<file path="src/rtl/soc_addr_router.sv">
// soc_addr_router: registers core requests, decodes them against the fixed SoC address map,
// forwards mapped requests and answers unmapped ones with a decode error ordered behind in-flight traffic.
module soc_addr_router #(
    parameter int IdWidth        = 4,
    parameter int MaxOutstanding = 8,
    parameter int NumRegions     = 12
) (
    input  logic                  clk_i,
    input  logic                  rst_i,

    input  logic                  req_valid_i,
    output logic                  req_ready_o,
    input  logic [63:0]           req_addr_i,
    input  logic                  req_we_i,
    input  logic [IdWidth-1:0]    req_id_i,

    output logic                  out_valid_o,
    input  logic                  out_ready_i,
    output logic [NumRegions-1:0] out_sel_o,
    output logic [63:0]           out_addr_o,
    output logic                  out_we_o,
    output logic [IdWidth-1:0]    out_id_o,

    input  logic                  slv_rsp_valid_i,
    output logic                  slv_rsp_ready_o,
    input  logic [IdWidth-1:0]    slv_rsp_id_i,
    input  logic                  slv_rsp_err_i,

    output logic                  rsp_valid_o,
    input  logic                  rsp_ready_i,
    output logic [IdWidth-1:0]    rsp_id_o,
    output logic                  rsp_err_o,

    output logic [7:0]            outstanding_o,
    output logic [15:0]           decerr_cnt_o
);

    // Region table, index order = priority order (lowest index wins on overlap).
    localparam logic [63:0] region_base [NumRegions] = '{
        64'h0000_0180_0000_0000,  // DRAM
        64'h0000_0000_4000_0000,  // GPIO
        64'h0000_0000_3000_0000,  // Ethernet
        64'h0000_0101_00C0_0000,  // SPI
        64'h0000_0000_1800_0000,  // Timer
        64'h0000_0000_1000_0000,  // UART
        64'h0000_0000_0C00_0000,  // PLIC
        64'h0000_0000_0200_0000,  // CLINT
        64'h0000_0101_0000_0000,  // ROM
        64'h0000_0000_0000_0000,  // Debug
        64'h0000_0000_FF80_0000,  // HPS
        64'h0000_0101_0400_0000   // LSM
    };

    localparam logic [63:0] region_len [NumRegions] = '{
        64'h0000_0001_FFBF_FFFF,
        64'h0000_0000_0000_1000,
        64'h0000_0000_0001_0000,
        64'h0000_0000_0000_00FF,
        64'h0000_0000_0000_1000,
        64'h0000_0000_0000_1000,
        64'h0000_0000_03FF_FFFF,
        64'h0000_0000_000C_0000,
        64'h0000_0000_003F_FFFF,
        64'h0000_0000_0000_1000,
        64'h0000_0000_0080_0000,
        64'h0000_0000_07FF_FFFF
    };

    typedef enum logic [1:0] {
        st_idle,
        st_drain,
        st_resp
    } err_state_e;

    typedef struct packed {
        logic                  valid;
        logic [63:0]           addr;
        logic                  we;
        logic [IdWidth-1:0]    id;
        logic [NumRegions-1:0] sel;
        logic                  unmapped;
    } entry_t;

    entry_t                entry_q;
    err_state_e            state_q, state_d;
    logic [7:0]            cnt_q, cnt_d;
    logic [15:0]           decerr_q;

    logic [NumRegions-1:0] dec_match;
    logic [NumRegions-1:0] dec_sel;
    logic                  dec_unmapped;

    logic                  req_fire;
    logic                  out_fire;
    logic                  slv_fire;
    logic                  err_fire;
    logic                  entry_leave;

    // Address decode on the incoming request; sums are 65 bits wide so a region end never wraps.
    // NOTE: every signal assigned in an always_comb gets a default first, so no path can infer a latch.
    always_comb begin
        dec_match = '0;
        for (int i = 0; i < NumRegions; i++) begin
            if (({1'b0, req_addr_i} >= {1'b0, region_base[i]}) &&
                ({1'b0, req_addr_i} <  ({1'b0, region_base[i]} + {1'b0, region_len[i]}))) begin
                dec_match[i] = 1'b1;
            end
        end
    end

    // Isolate the lowest set bit: that is the highest-priority matching region.
    assign dec_sel      = dec_match & (~dec_match + {{(NumRegions-1){1'b0}}, 1'b1});
    assign dec_unmapped = ~|dec_match;

    // Handshakes.
    assign out_valid_o = entry_q.valid & ~entry_q.unmapped & (cnt_q < 8'(MaxOutstanding));
    assign out_fire    = out_valid_o & out_ready_i;
    assign slv_fire    = slv_rsp_valid_i & slv_rsp_ready_o;
    assign err_fire    = (state_q == st_resp) & rsp_ready_i;
    assign entry_leave = out_fire | err_fire;
    assign req_ready_o = ~entry_q.valid | entry_leave;
    assign req_fire    = req_valid_i & req_ready_o;

    assign out_sel_o     = entry_q.sel;
    assign out_addr_o    = entry_q.addr;
    assign out_we_o      = entry_q.we;
    assign out_id_o      = entry_q.id;
    assign outstanding_o = cnt_q;
    assign decerr_cnt_o  = decerr_q;

    // NOTE: the stage is a few flops that drive outputs, not a memory, so every field is reset.
    // NOTE: sequential state is written with non-blocking assignments only.
    always_ff @(posedge clk_i) begin
        if (rst_i) begin
            entry_q <= '0;
        end else if (req_fire) begin
            entry_q <= '{valid:    1'b1,
                         addr:     req_addr_i,
                         we:       req_we_i,
                         id:       req_id_i,
                         sel:      dec_sel,
                         unmapped: dec_unmapped};
        end else if (entry_leave) begin
            entry_q.valid <= 1'b0;
        end
    end

    // In-flight count; a return with nothing tracked (stale after reset) is ignored.
    always_comb begin
        cnt_d = cnt_q;
        if (out_fire && !slv_fire) begin
            cnt_d = cnt_q + 8'd1;
        end else if (!out_fire && slv_fire && (cnt_q != 8'd0)) begin
            cnt_d = cnt_q - 8'd1;
        end
    end

    always_ff @(posedge clk_i) begin
        if (rst_i) begin
            cnt_q <= 8'd0;
        end else begin
            cnt_q <= cnt_d;
        end
    end

    always_ff @(posedge clk_i) begin
        if (rst_i) begin
            decerr_q <= 16'd0;
        end else if (err_fire && (decerr_q != 16'hFFFF)) begin
            decerr_q <= decerr_q + 16'd1;
        end
    end

    // Error FSM: state register.
    always_ff @(posedge clk_i) begin
        if (rst_i) begin
            state_q <= st_idle;
        end else begin
            state_q <= state_d;
        end
    end

    // Error FSM: next state. An unmapped request is classified as it is captured, so with
    // nothing in flight its error response appears the very next cycle.
    always_comb begin
        state_d = state_q;
        unique case (state_q)
            st_idle: begin
                if (req_fire && dec_unmapped) begin
                    state_d = (cnt_d == 8'd0) ? st_resp : st_drain;
                end
            end
            st_drain: begin
                if (cnt_d == 8'd0) begin
                    state_d = st_resp;
                end
            end
            st_resp: begin
                if (rsp_ready_i) begin
                    if (req_fire && dec_unmapped) begin
                        state_d = (cnt_d == 8'd0) ? st_resp : st_drain;
                    end else begin
                        state_d = st_idle;
                    end
                end
            end
            default: state_d = st_idle;
        endcase
    end

    // Error FSM: outputs. Outside RESP the slave response channel passes straight through.
    always_comb begin
        rsp_valid_o     = slv_rsp_valid_i;
        rsp_id_o        = slv_rsp_id_i;
        rsp_err_o       = slv_rsp_err_i;
        slv_rsp_ready_o = rsp_ready_i;
        if (state_q == st_resp) begin
            rsp_valid_o     = 1'b1;
            rsp_id_o        = entry_q.id;
            rsp_err_o       = 1'b1;
            slv_rsp_ready_o = 1'b0;
        end
    end

    // Protocol properties for simulation.
    a_out_hold: assert property (@(posedge clk_i) disable iff (rst_i)
        out_valid_o && !out_ready_i |=> out_valid_o && $stable(out_addr_o) && $stable(out_sel_o));

    a_err_hold: assert property (@(posedge clk_i) disable iff (rst_i)
        (state_q == st_resp) && !rsp_ready_i |=> (state_q == st_resp) && $stable(rsp_id_o));

    a_limit: assert property (@(posedge clk_i) disable iff (rst_i)
        cnt_q <= 8'(MaxOutstanding));

    a_sel_onehot: assert property (@(posedge clk_i) disable iff (rst_i)
        $onehot0(out_sel_o));

endmodule

</file>
<file path="config.mk">
export PLATFORM = sky130hd
export DESIGN_NAME = soc_addr_router
export DESIGN_NICKNAME = d
export VERILOG_FILES = /design/src/rtl/soc_addr_router.sv
export SDC_FILE = /design/constraint.sdc
export NUM_CORES = 1
export LEC_CHECK = 0
export BUFFER_PORTS_ARGS = -buffer_cell sky130_fd_sc_hd__buf_2
export CORE_AREA = 8 8 144 92
export DETAILED_ROUTE_END_ITERATION = 6
export DIE_AREA = 0 0 152 100
export GPL_TIMING_DRIVEN = 0
export PLACE_DENSITY = 0.8
export SETUP_SLACK_MARGIN = 0.4
export SYNTH_ARGS = -nofsm -noshare
export SYNTH_HDL_FRONTEND = slang
export SYNTH_SLANG_ARGS = --single-unit
</file>
<file path="constraint.sdc">
create_clock -name clk_i -period 2.83 [get_ports clk_i]
set_input_delay 0.1415 -clock clk_i [delete_from_list [all_inputs] [get_ports clk_i]]
set_output_delay 0.1415 -clock clk_i [all_outputs]
set_load 0.01 [all_outputs]
</file>
## Word-level counts from Yosys, hierarchy flattened

Index checks and enable logic that the tools add are counted.

- Bits in registers: 109
- Input port bits: 80
- Output and inout port bits: 114
- Logic and storage cells: 106

- Add/sub/neg operators: 4
- Order comparisons: 24
- Equality and inequality tests: 6
- Multiplexer cells: 26
- Bitwise gates (word level): 12
- Reduce and logical (&&, ||, !) cells: 25

Operators by type and width:

| kind | count |
|---|---|
| 64-bit by 41-bit >= comparator with 1-bit output, second input constant | 4 |
| 64-bit by 41-bit less-than comparator with 1-bit output, second input constant | 4 |
| 64-bit by 29-bit >= comparator with 1-bit output, second input constant | 2 |
| 64-bit by 29-bit less-than comparator with 1-bit output, second input constant | 2 |
| 64-bit by 26-bit >= comparator with 1-bit output, second input constant | 1 |
| 64-bit by 28-bit >= comparator with 1-bit output, second input constant | 1 |
| 64-bit by 30-bit >= comparator with 1-bit output, second input constant | 1 |
| 64-bit by 31-bit >= comparator with 1-bit output, second input constant | 1 |
| 64-bit by 32-bit >= comparator with 1-bit output, second input constant | 1 |
| 64-bit by 13-bit less-than comparator with 1-bit output, second input constant | 1 |
| 64-bit by 26-bit less-than comparator with 1-bit output, second input constant | 1 |
| 64-bit by 28-bit less-than comparator with 1-bit output, second input constant | 1 |
| 64-bit by 30-bit less-than comparator with 1-bit output, second input constant | 1 |
| 64-bit by 31-bit less-than comparator with 1-bit output, second input constant | 1 |
| 64-bit by 33-bit less-than comparator with 1-bit output, second input constant | 1 |
| 1-bit two-way mux | 17 |
| 16-bit by 1-bit adder with 16-bit output, second input constant | 1 |
| 1-bit logical AND | 16 |
| 8-bit two-way mux | 2 |
| 16-bit inequality test, second input constant | 1 |
| 12-bit by 1-bit adder with 12-bit output, second input constant | 1 |
| 12-bit AND | 1 |
| 12-bit NOT | 1 |
| 12-bit OR reduction | 1 |
| 18 further kinds | 33 |

## Logic depth before layout (Yosys ltp)

- Word-level depth: 14
- Depth in mapped cells: 10
- Depth with buffers taken out: 9

## Worst setup path before layout

OpenSTA, ideal clock, no wires.

- Path kind: register to register
- From: register cnt_q[0] (netlist: outstanding_o[0])
- To: register state_q[0]
- Setup time: 0.067 ns
- Arrival time: 2.457 ns
- Data required time: 2.763 ns
- Path slack: 0.307 ns
- Stages on the path, launching flop included: 11
- Path buffers: 1
- Clock period less this slack: 2.523 ns
- Cells stage by stage: dfxtp_1 > inv_1 > ha_1 > or3b_1 > buf_2 > or4_4 > nand3_2 > mux2i_1 > a31oi_4 > a211oi_2 > a21boi_2

- Longest elaborated chain between the ends: 13
- Elaborated cells on any way between the ends: 25
- Classes of those cells: add/sub: 2; order compare: 1; eq/ne: 2; mux: 7; bitwise: 5; reduce/logical: 8

Ends and longest elaborated chain:

| element | RTL line | text |
|---|---|---|
| start: declaration | 86 | `logic [7:0] cnt_q, cnt_d;` |
| start signal: assignment | 162 | `cnt_q <= cnt_d;` |
| 8-bit by 4-bit less-than comparator with 1-bit output | 116 | `assign out_valid_o = entry_q.valid & ~entry_q.unmapped & (cnt_q < 8'(MaxOutstanding));` |
| 1-bit AND | 116 |  |
| 1-bit AND | 117 | `assign out_fire = out_valid_o & out_ready_i;` |
| 1-bit logical NOT | 153 | `end else if (!out_fire && slv_fire && (cnt_q != 8'd0)) begin` |
| 1-bit logical AND (2 in series) | 153 |  |
| 8-bit two-way mux | 153 |  |
| 8-bit two-way mux | 151 | `if (out_fire && !slv_fire) begin` |
| 8-bit logical NOT | 190, 194, 201 |  |
| 2-bit two-way mux | 190, 201 |  |
| 2-bit two-way mux | 200 | `if (req_fire && dec_unmapped) begin` |
| 2-bit two-way mux | 199 | `if (rsp_ready_i) begin` |
| 2-bit case mux with 3 select lines | 187 | `unique case (state_q)` |
| end signal: assignment | 177 | `state_q <= st_idle;` |
| end signal: assignment | 179 | `state_q <= state_d;` |
| end: declaration | 85 | `err_state_e state_q, state_d;` |

Parallel ways exist; a longest one is shown, timed or not. The select of a mux whose other input is x is not followed.
A chain may end at the register's enable or synchronous reset.

## Worst setup path after layout

- From: register cnt_q[1] (netlist: outstanding_o[1])
- To: register state_q[0]

The elaborated chain is that of the path after synthesis.

==> results.json <==
{
  "fin_skew_ns": 0.0128,
  "dp_slack_ns": -0.0590,
  "whs_ns": 0.0320,
  "worst-path-max-fanout": 6,
  "synth_area_leaders": "dfxtp_1 (40%), nand2_1 (13%), buf_4 (11%)",
  "yosysWarnings": 0,
  "routed-via-count": 5622,
  "reg2reg_depth": 10,
  "die_w_um": 152,
  "fin_nets": 1014,
  "wl_mm": 17.4,
  "period_needed_ns": 2.54,
  "crit_type": "reg2reg",
  "grt.overflow.total": 0,
  "die_area_sq_um": 15200,
  "fin_cells": 1080,
  "drtIter0Drc": 335,
  "syn_avg_cell_area_sq_um": 7.60,
  "tns_ns": 0,
  "drive_gt1_frac": 0.362,
  "wl_per_cell_um": 16.1,
  "grt_usage": 0.222,
  "hold_viol": 0,
  "synth-edff-count": 0,
  "cts_tree": "built",
  "gp_congestion": 0.947,
  "rows": 30,
  "final_common_cell": "buf_2",
  "diodes": 0,
  "antenna_left": 0,
  "p_leak_nw": 3.31,
  "port_buffers": 193,
  "syn_to_final_growth_pct": 30.4,
  "drcViolationCount": 0,
  "worst_pin_slew_ns": 0.919,
  "clock.fmax_ghz": 0.393,
  "endpoint_kind": "flip-flop",
  "setup_violations": 0,
  "critPathLaunch": "outstanding_o[1]",
  "clockBufferDepth": 2,
  "grt_pass1_vias": 5269,
  "antenna_found_initial": 0,
  "hpwl_mm": 13.7,
  "synthFlopType": "dfxtp_1",
  "ir_drop_v": 0.000510,
  "synth_cell_types": 56,
  "clkLatencyLatePin_ns": 0.35,
  "cts_num_sinks": 109,
  "r2r_start": "outstanding_o[1]",
  "finalCritPeriodShare": 0.899,
  "pin_count": 194,
  "hold_depth": 3,
  "total_power_mw": 5.62,
  "cp-start-kind": "flip-flop",
  "first_pass_iters": 5,
  "final_cell_mix": "buf_2 (195), nand2_1 (185), dfxtp_1 (107)",
  "synthesis.area_sq_um": 5460,
  "core_sq_um": 11100,
  "grt_pass1_wl_mm": 27.5,
  "cap_violations": 0,
  "slew_viol_final": 0,
  "synthArstFlopShare": 0,
  "initial_core_util": 0.493,
  "vias_per_cell": 5.21,
  "place_inst": 1056,
  "rsz0062_at_grt": "true",
  "hp-start": "req_id_i[1]",
  "finalWorstSetupSlack_ns": 0.287,
  "syn-num-nets": 802,
  "cp.arrival_ns": 2.82,
  "required_ns": 3.10,
  "clk_pin_slew_ns": 0.08,
  "root_buffer": "clkbuf_16",
  "grt_start_max_net_pins": 19,
  "yosysSeqAreaShare": 0.400,
  "cts-htree-levels": 3,
  "synth_top_area_cell": "dfxtp_1",
  "syn_inst": 719,
  "status": "complete, no violations",
  "yosysTopAreaCellShare": 0.400,
  "hp-class": "in2reg",
  "powerDensity_nw_per_um2": 789,
  "synth-seq-cells": 109,
  "cts_made_buffers": 9,
  "slew_headroom": 0.382,
  "fp.dieH_um": 100
}
==> area by class of cell <==
type,instances,area (sq um)
Fill cell,995,3950
Clock inverter,6,93.8
Tap cell,144,180
Clock buffer,10,229
Multi-Input combinational cell,489,2620
Inverter,8,32.5
Sequential cell,109,2190
Timing Repair Buffer,201,1030
Buffer,113,749
==> path summary, 6_finish.rpt <==
path	end	slack, ns
setup / recovery	state_q[0]	0.29
hold reg to reg	out_addr_o[16]	0.46
hold / removal	out_id_o[1]	0.03
setup reg to reg	state_q[0]	0.29
==> per-stage QoR <==
stage	util	instance area, sq um
after global placement	0.598	6620
final	0.643	7120
after global routing	0.643	7120
after detailed placement	0.598	6620
after floorplan	-	5480
after CTS	0.639	7070
==> power by group <==
group	internal [mW]	total [mW]	switching, mW
logic	1.10	2.35	1.25
clock network	0.785	1.37	0.583
registers	1.72	1.90	0.184
total	3.61	5.62	2.01
==> per-layer routing <==
layer	up-vias	GRT usage	wire length, um
met4	0	0.0413	120
met1	2561	0.291	8170
li1	2786	-	-
met3	13	0.0991	1880
met5	-	0	0
met2	262	0.331	7240
==> worst max-delay path, stage by stage, from the launching register on <==
cell and delay, ns:
dfxtp_4 0.36, inv_4 0.06, ha_4 0.13, or3b_1 0.36, buf_6 0.13, or4_4 0.48
or4b_4 0.24, xnor2_2 0.11, and4bb_4 0.23, a211oi_2 0.20, a21boi_2 0.16
==> cell families (layout without fill, tap and decap cells) <==
family                     Yosys count  count (layout)  synth area share
muxes                                2               2           0.00367
adders and majority gates            3               3           0.00687
AOI/OAI and AO/OA                  120             120             0.127
xor gates and xnor gates            17              17            0.0273
DFF                                109             109             0.400
buffers and inverters              121             338             0.138
and+or+nand+nor                    347             347             0.298
==> cells in the mapped netlist (4+ instances only) <==
library cell    n
or4_1           4
nand4_1        15
a21oi_1        91
xnor2_1         6
dfxtp_1       109
nand2_1       186
o21ai_0        10
and2_1          4
buf_4          80
or3_1           6
nand4b_1        4
nor2_1         45
and3_1          4
nor3_1         14
xor2_1         11
inv_1           8
nand3_1        23
nor4_1         14
clkbuf_1       32
==> sequential cells by signal, summed over array words and instances (netlist names) <==
register       cells
out_addr_o        64
state_q            2
out_we_o           1
entry_q            2
out_id_o           4
out_sel_o         12
decerr_cnt_o      16
outstanding_o      8
==> what timing repair did <==
action / in CTS / in global routing
hold buffers: 0 / 0
pin swaps: 7 / 4
setup endpoints to repair: 82 / 88
gates resized for setup: 23 / 20
setup buffers: 7 / 1
cloned: 0 / 0
No activity file was read; power rests on OpenSTA's default activity.
